<file path="config.mk">
export PLATFORM = sky130hd
export DESIGN_NAME = muxn_rr_arbiter
export DESIGN_NICKNAME = d
export VERILOG_FILES = /design/src/rtl/muxn_rr_arbiter_pkg.sv /design/src/rtl/muxn_rr_arbiter_muxn.sv /design/src/rtl/muxn_rr_arbiter.sv
export VERILOG_INCLUDE_DIRS = /design/src /design/src/rtl
export SDC_FILE = /design/constraint.sdc
export NUM_CORES = 1
export LEC_CHECK = 0
export BUFFER_PORTS_ARGS = -buffer_cell sky130_fd_sc_hd__buf_2
export CORE_MARGIN = 2
export CORE_UTILIZATION = 47
export CTS_CLUSTER_DIAMETER = 60
export DETAILED_ROUTE_END_ITERATION = 8
export PLACE_DENSITY_LB_ADDON = 0.12
export RECOVER_POWER = 50
export SYNTH_ARGS = -nofsm -noshare
export SYNTH_HDL_FRONTEND = slang
export SYNTH_HIERARCHICAL = 1
export SYNTH_SLANG_ARGS = --single-unit
</file>
<file path="constraint.sdc">
create_clock -name clk -period 1.6 [get_ports clk]
set_input_delay 0 -clock clk [delete_from_list [all_inputs] [get_ports clk]]
set_output_delay 0 -clock clk [all_outputs]
set_load 0.01 [all_outputs]
</file>
<file path="src/rtl/arb_defs.vh">
// Shared arbiter definitions: state encodings and the cyclic index step.
// Included inside muxn_rr_arbiter_pkg so the localparams get package scope.
`ifndef ARB_DEFS_VH
`define ARB_DEFS_VH

localparam logic ST_IDLE  = 1'b0;
localparam logic ST_GRANT = 1'b1;

// Requester count is always a power of two, so the natural wrap of an
// NB_SEL-bit add gives the mod-N increment (N-1 -> 0).
`define ARB_NEXT_IDX(idx) ((idx) + 1'b1)

`endif

</file>
<file path="src/rtl/muxn_rr_arbiter_pkg.sv">
// Types and constants shared by the round-robin arbiter and its bench.
package muxn_rr_arbiter_pkg;

`include "arb_defs.vh"

  typedef enum logic {
    S_IDLE  = ST_IDLE,
    S_GRANT = ST_GRANT
  } arb_state_e;

endpackage

</file>
<file path="src/rtl/muxn_rr_arbiter_muxn.sv">
// Plain 2**NB_SEL:1 single-bit multiplexer with a binary select.
module muxn #(
  parameter int NB_SEL = 2
) (
  input  logic [(1<<NB_SEL)-1:0] ins,
  input  logic [NB_SEL-1:0]      sel,
  output logic                   out
);

  assign out = ins[sel];

endmodule

</file>
<file path="src/rtl/muxn_rr_arbiter.sv">
// Round-robin arbiter owning the select of a shared muxn. Grants lock while
// the owner requests, with an optional hold limit that forces rotation.
module muxn_rr_arbiter
  import muxn_rr_arbiter_pkg::*;
#(
  parameter int NB_SEL   = 2,
  parameter int MAX_HOLD = 8,
  parameter int HOLD_W   = 4
) (
  input  logic                   clk,
  input  logic                   rst_n,
  input  logic [(1<<NB_SEL)-1:0] req,
  input  logic [(1<<NB_SEL)-1:0] data_in,
  output logic [(1<<NB_SEL)-1:0] gnt,
  output logic [NB_SEL-1:0]      sel,
  output logic                   busy,
  output logic                   data_out
);

  localparam int N = 1 << NB_SEL;
  localparam logic HOLD_EN = (MAX_HOLD > 0);
  localparam logic [HOLD_W-1:0] HOLD_LAST = (MAX_HOLD > 0) ? HOLD_W'(MAX_HOLD - 1) : '0;

  arb_state_e        state, nxt_state;
  logic [NB_SEL-1:0] ptr, nxt_ptr;
  logic [NB_SEL-1:0] owner, nxt_owner;
  logic [HOLD_W-1:0] hold_cnt, nxt_cnt;

  logic              pick_vld;
  logic [NB_SEL-1:0] pick_idx;
  logic [NB_SEL-1:0] cand;
  logic [N-1:0]      others;
  logic              take;

  logic [N-1:0]      gnt_d;
  logic [NB_SEL-1:0] sel_d;
  logic              busy_d;
  logic              mux_out;

  // Cyclic first-set search starting at ptr.
  always_comb begin
    pick_vld = 1'b0;
    pick_idx = ptr;
    cand     = '0;
    for (int i = 0; i < N; i++) begin
      cand = ptr + NB_SEL'(i);
      if (!pick_vld && req[cand]) begin
        pick_vld = 1'b1;
        pick_idx = cand;
      end
    end
  end

  assign others = req & ~(N'(1) << owner);

  // State register
  always_ff @(posedge clk) begin
    if (!rst_n) begin
      state    <= S_IDLE;
      ptr      <= '0;
      owner    <= '0;
      hold_cnt <= '0;
    end else begin
      state    <= nxt_state;
      ptr      <= nxt_ptr;
      owner    <= nxt_owner;
      hold_cnt <= nxt_cnt;
    end
  end

  // Next-state logic
  always_comb begin
    nxt_state = state;
    nxt_ptr   = ptr;
    nxt_owner = owner;
    nxt_cnt   = hold_cnt;
    take      = 1'b0;
    case (state)
      S_IDLE: begin
        if (pick_vld) take = 1'b1;
      end
      S_GRANT: begin
        if (!req[owner]) begin
          // Owner bit is already clear, so the pick can only find others.
          if (pick_vld) take = 1'b1;
          else begin
            nxt_state = S_IDLE;
            nxt_cnt   = '0;
          end
        end else if (HOLD_EN && hold_cnt == HOLD_LAST) begin
          // ptr is owner+1, so the owner is the last candidate searched.
          if (|others) take = 1'b1;
          else         nxt_cnt = '0;
        end else if (hold_cnt != '1) begin
          nxt_cnt = hold_cnt + 1'b1;
        end
      end
      default: nxt_state = S_IDLE;
    endcase
    if (take) begin
      nxt_state = S_GRANT;
      nxt_owner = pick_idx;
      nxt_ptr   = `ARB_NEXT_IDX(pick_idx);
      nxt_cnt   = '0;
    end
  end

  // Output decode from next state, registered below.
  always_comb begin
    busy_d = (nxt_state == S_GRANT);
    gnt_d  = busy_d ? (N'(1) << nxt_owner) : '0;
    sel_d  = busy_d ? nxt_owner : '0;
  end

  always_ff @(posedge clk) begin
    if (!rst_n) begin
      gnt  <= '0;
      sel  <= '0;
      busy <= 1'b0;
    end else begin
      gnt  <= gnt_d;
      sel  <= sel_d;
      busy <= busy_d;
    end
  end

  muxn #(.NB_SEL(NB_SEL)) u_muxn (
    .ins (data_in),
    .sel (sel),
    .out (mux_out)
  );

  assign data_out = mux_out & busy;

endmodule

</file>
== Word level (Yosys, flattened, before mapping) ==
Index checks and enable logic that the tools add are counted.

* Flip-flop bits (word level): 15
* Input port bits: 10
* Word-level logic and storage cells: 72

* Add/subtract/negate cells: 5
* Order comparisons: 6
* Equality and inequality tests: 5
* Shift-type cells: 2
* Mux-type cells: 33
* Bitwise logic cells: 5
* Reduce and logical (&&, ||, !) cells: 10

{| class="wikitable"
|+ Operators by type and width
! operator !! count
|-
| 4-bit 2-to-1 mux || 5
|-
| 2-bit by 3-bit < comparator with 1-bit output, second input constant || 6
|-
| 1-bit 2-to-1 mux || 17
|-
| 1-bit binary-select mux with 2-bit select || 6
|-
| 2-bit 2-to-1 mux || 4
|-
| 1-bit by 2-bit left shift with 4-bit output, first input constant || 2
|-
| 2-bit by 1-bit adder with 2-bit output, second input constant || 2
|-
| 2-bit adder, second input constant || 2
|-
| 4-bit by 1-bit adder with 4-bit output, second input constant || 1
|-
| 4-bit bitwise AND || 1
|-
| 4-bit by 3-bit equality test with 1-bit output, second input constant || 1
|-
| 4-bit inequality test, second input constant || 1
|-
| 4-bit NOT || 1
|-
| 4-bit AND reduction || 1
|-
| 4-bit OR reduction || 1
|-
| 1-bit logical AND || 3
|-
| 1-bit zero test || 3
|-
| 3-bit by 1-bit inequality test with 1-bit output, second input constant || 1
|-
| 3-bit inequality test, second input constant || 1
|-
| 2-bit by 1-bit inequality test with 1-bit output, second input constant || 1
|-
| 1-bit NOT || 2
|-
| 1-bit case mux with 2 select lines || 1
|-
| 2-bit AND reduction || 1
|-
| 2-bit OR reduction || 1
|-
| 1-bit bitwise AND || 1
|}

== Depth between registers and ports, before layout ==
* Depth in word-level cells: 17
* Depth in mapped cells: 7
* Gate-level depth less buffers: 5

== By module ==
The synthesis kept the hierarchy.

{| class="wikitable"
|+ Modules (own cells, without submodules)
! module !! times used !! cells an instance !! area each (µm²) !! seq. area each (µm²)
|-
| muxn_rr_arbiter || 1 || 105 || 885.8 || 300.3
|-
| muxn || 1 || 1 || 22.5 || 0.0
|}

== Worst setup path after synthesis ==
No wires, ideal clock.

* Kind: register -> register
* Start point: reg owner[0]
* End point: reg gnt[2]
* Library setup time: 0.070 ns
* Arrival time: 1.686 ns
* Data required time: 1.530 ns
* Path slack: -0.156 ns
* Cell stages (with the launch flop): 7
* Buffers on the path: 1
* Path through: dfxtp_1 buf_2 or4b_1 o22ai_2 o22ai_2 or3b_1 a21oi_1

* Longest elaborated chain between the ends: 10
* Elaborated cells between the ends (all ways): 16

{| class="wikitable"
|+ Ends and longest elaborated chain
! item !! RTL line !! source
|-
| start: declaration || muxn_rr_arbiter.sv:26 || <nowiki>logic [NB_SEL-1:0] owner, nxt_owner;</nowiki>
|-
| start signal: assignment || muxn_rr_arbiter.sv:66 || <nowiki>owner <= nxt_owner;</nowiki>
|-
| 1-bit by 2-bit left shift with 4-bit output || muxn_rr_arbiter.sv:54 || <nowiki>assign others = req & ~(N'(1) << owner);</nowiki>
|-
| 4-bit NOT || muxn_rr_arbiter.sv:54 ||
|-
| 4-bit bitwise AND || muxn_rr_arbiter.sv:54 ||
|-
| 4-bit OR reduction || muxn_rr_arbiter.sv:92 || <nowiki>if (|others) take = 1'b1;</nowiki>
|-
| 1-bit 2-to-1 mux || muxn_rr_arbiter.sv:92 ||
|-
| 1-bit 2-to-1 mux || muxn_rr_arbiter.sv:90 || <nowiki>end else if (HOLD_EN && hold_cnt == HOLD_LAST) begin</nowiki>
|-
| 1-bit 2-to-1 mux || muxn_rr_arbiter.sv:83 || <nowiki>if (!req[owner]) begin</nowiki>
|-
| 1-bit case mux with 2 select lines || muxn_rr_arbiter.sv:78 || <nowiki>case (state)</nowiki>
|-
| 2-bit 2-to-1 mux or 1-bit 2-to-1 mux (tied branches) || muxn_rr_arbiter.sv:100 || <nowiki>if (take) begin</nowiki>
|-
| 1-bit by 2-bit left shift with 4-bit output or 2-bit AND reduction (tied branches) || -- ||
|-
| end signal: assignment || muxn_rr_arbiter.sv:121 || <nowiki>gnt <= gnt_d;</nowiki>
|-
| end: declaration || muxn_rr_arbiter.sv:14 || <nowiki>output logic [(1<<NB_SEL)-1:0] gnt,</nowiki>
|}

Several ways; a longest one is shown, not always the timed one. The select of a mux whose other input is x is not followed.
A chain may end at the register's enable or synchronous reset.

== Worst setup path after layout ==
* Start point: reg owner[1]
* End point: reg hold_cnt[1]

* Longest elaborated chain between the ends: 9
* Elaborated cells between the ends (all ways): 16

{| class="wikitable"
|+ Ends and longest elaborated chain
! item !! RTL line !! source
|-
| 1-bit by 2-bit left shift with 4-bit output || muxn_rr_arbiter.sv:54 ||
|-
| 4-bit NOT || muxn_rr_arbiter.sv:54 ||
|-
| 4-bit bitwise AND || muxn_rr_arbiter.sv:54 ||
|-
| 4-bit OR reduction || muxn_rr_arbiter.sv:92 ||
|-
| 1-bit 2-to-1 mux || muxn_rr_arbiter.sv:92 ||
|-
| 1-bit 2-to-1 mux || muxn_rr_arbiter.sv:90 ||
|-
| 1-bit 2-to-1 mux || muxn_rr_arbiter.sv:83 ||
|-
| 1-bit case mux with 2 select lines || muxn_rr_arbiter.sv:78 ||
|-
| 2-bit OR reduction (no source line) || -- ||
|-
| end signal: assignment || muxn_rr_arbiter.sv:67 || <nowiki>hold_cnt <= nxt_cnt;</nowiki>
|-
| end: declaration || muxn_rr_arbiter.sv:27 || <nowiki>logic [HOLD_W-1:0] hold_cnt, nxt_cnt;</nowiki>
|}

Several ways; a longest one is shown, not always the timed one. The select of a mux whose other input is x is not followed.

==> results.md <==
- Die area: 2300 um^2
- Slew margin rel.: 76.9%
- Post-layout minimum cycle time: 1.78 ns
- Final std cells w/o fill: 165
- Io pins: 18
- Maximum clock path buffer count: 2
- Antenna diode count: 0
- Final hold violations: 0
- Root Buffer: clkbuf_4
- F_max: 563 MHz
- Std cell rows: 15
- Netlist cell types: 41
- Syn Inst Count: 106
- Worst setup path endpoint: hold_cnt[1]
- CTS Buf Count: 3
- Fillers: 158
- Initial antenna violation count: 0
- Register clock-pin slew on the reported worst setup and hold paths: 0.10 ns
- CORE AREA: 1760 um^2
- Largest net degree at the start of global routing: 11
- Area Growth Syn to Fin: 39.3%
- Lkg Pwr: 0.500 nW
- Peak supply drop: 0.000603 V
- RSZ-0062 raised after global routing: yes
- Final slew viol count: 0
- Sequential fraction of the synthesis area: 33.1%
- Worst reg-to-reg path cell count: 6
- Number of global-route vias before repair: 832
- Worst Hold Class: input port to flop
- WS Path Type: flop to flop
- Yosys reg bits: 15
- Initial Util: 51.5%
- Dpl cells: 159
- Fin crit share: 111%
- Overflow after GRT: 0
- First-pass GRT wire length: 3.58 mm
- CTS tree: done
- Status: complete, but fails checks
- Least-Margin Pin Slew: 0.343 ns
- Clk_lat worst skew: 0.28 ns
- H-tree lvl count: 1
- Worst Path Required: 1.82 ns
- Failing checks: setup timing
- Routed len/inst: 13.6 um
- Xor/xnor cell area share of the yosys netlist: 0%
- Reg-to-reg slack, setup: -0.18 ns
- Initial DRC count: 29
- Die Ht: 48.0 um
- Main synth FF type: dfxtp_1
- First-pass detailed-route iteration total: 5
- Via count: 919
- Most common cell after layout, fill and taps aside: buf_4
- Maxcap violations: 0
- # DRC: 0
- Synth Area in Compound Gates: 24.2%
- Synth Area in Adders: 1.38%
- DP HPWL: 1.64 mm
- Critical path launch point: owner[1]
- Overall global routing resource usage: 22.2%
- Post-route ant nets: 0
- WL final: 2.24 mm
- Share of layout cells above drive strength 1: 39.3%
- Clock sink total: 15
- Final hold slack: 0.0291 ns
- Mux cell area share after synthesis: 9.23%
- Syn Area/Cell: 8.57 um^2
- Hold_buf cts: 0
- Routability cong.: 0.875
- Commonest cells after routing, fill and taps aside: buf_4, dfxtp_1, buf_2
- Post-Synth Simple-Gate Area: 26.3%
- Layout Skew: 0.0140 ns
- Largest family of logic cells by synthesized area: simple AND/OR/NAND/NOR gates
- PwrDens: 890 nW/um^2
- Port Buffer Count: 17
- Final worst slack: -0.177 ns
- Setup violations, final: 13
- End-of-flow core utilization: 71.7%
- Crit-path max FO: 6
- Async S/R FF share, synth: 0%
- Critical Path AT: 2.00 ns
- Crit start category: flop
- Horiz. Die Dim: 48.0 um
- Post-synth EDFFs: 0
- Nets: 152
- Syn_nets: 117
- R2R Path End: hold_cnt[1]
- Ys Warns: 6
- Cell Area, Synth: 908 um^2
- Vias/cell: 5.57
- RR Startpoint: owner[1]
- Critical Path End Type: flop
area by class of cell:
cell class	instances	area (um^2)	share of cell area (%)
clock buffers	3	22.5	1.78
clock inverters	1	5.00	0.396
inverters	5	18.8	1.48
multi-input cells	80	643	50.8
flip-flops and latches	15	305	24.1
well taps	25	31.3	2.47
repair buffers	36	239	18.9
Yosys cell counts, types with 2 or more instances:
cell / instances / share of area (%)
or4b_1: 2 / 2.2
o21ai_0: 4 / 2.2
a211oi_1: 3 / 2.5
nand2b_1: 3 / 2.1
inv_1: 5 / 2.1
buf_2: 3 / 1.7
nand3b_1: 2 / 1.7
or3b_1: 2 / 1.9
clkbuf_1: 2 / 0.83
a21oi_1: 8 / 4.4
o22ai_2: 2 / 2.8
nor2_1: 8 / 3.3
mux2i_1: 5 / 5.5
nor2b_1: 3 / 2.1
o211ai_1: 2 / 1.7
nand3_1: 5 / 2.8
nand2_1: 7 / 2.9
nor3_1: 2 / 1.1
dfxtp_1: 15 / 33
and2_1: 2 / 1.4
sequential cells by signal (all words and copies together) (netlist names):
register and cells:
busy 1, gnt 4, hold_cnt 4, owner 2, ptr 2, sel 2
logic make-up (layout without fill, tap and decap cells):
family / after synthesis / after routing
compound gates: 30 / 30
fa+ha+maj: 1 / 1
buf+inv: 11 / 45
flops: 15 / 15
mux: 7 / 7
simple gates: 42 / 42
metal layers:
layer | routed length, um | global-route usage (%) | vias to the layer above
met1 | 1030 | 30.1 | 428
li1 | - | - | 467
met2 | 1080 | 33.6 | 20
met4 | 40 | 9.73 | 0
met3 | 89 | 5.28 | 4
met5 | 0 | 0 | -
what timing repair did:
action,4_1_cts,5_1_grt
gates resized for setup,4,14
pin swaps,1,4
hold endpoints to repair,0,0
setup endpoints to repair,14,14
setup buffers,0,2
critical path, stage by stage (launching register included):
cell and delay (ns):
dfxtp_4 0.37, or4b_4 0.51, o32ai_1 0.30, nor3_1 0.13
buf_4 0.16, nand3b_1 0.14, a31oi_1 0.12
stage by stage:
| step | instance area (um^2) | setup WS [ns] | TNS [ns] | total power, mW |
|---|---|---|---|---|
| floorplan | 932 | -0.124 | -0.630 | 0.713 |
| global placement | 1140 | -0.195 | -1.57 | 0.837 |
| detailed placement | 1140 | -0.200 | -2.30 | 0.847 |
| CTS | 1180 | -0.174 | -1.17 | 1.07 |
| global route | 1260 | -0.240 | -2.19 | 1.19 |
| finish | 1260 | -0.177 | -1.24 | 1.13 |
power by group:
part | switching, mW | internal (mW) | total [mW]
clock network | 0.121 | 0.0926 | 0.213
registers | 0.0329 | 0.419 | 0.452
logic | 0.235 | 0.226 | 0.461
total | 0.388 | 0.737 | 1.13
worst min-delay path by stage:
stage | cells after the start | slack, ns | start | endpoint
6_report | 3 | 0.03 | rst_n | hold_cnt[1]
5_1_grt | 3 | 0.04 | rst_n | hold_cnt[1]
4_1_cts | 3 | 0.03 | rst_n | owner[0]
3_5_place_dp | 3 | 0.32 | rst_n | owner[0]
3_3_place_gp | 3 | 0.31 | rst_n | owner[0]
2_1_floorplan | 2 | 0.16 | rst_n | owner[0]
(Power assumes the default switching activity.)
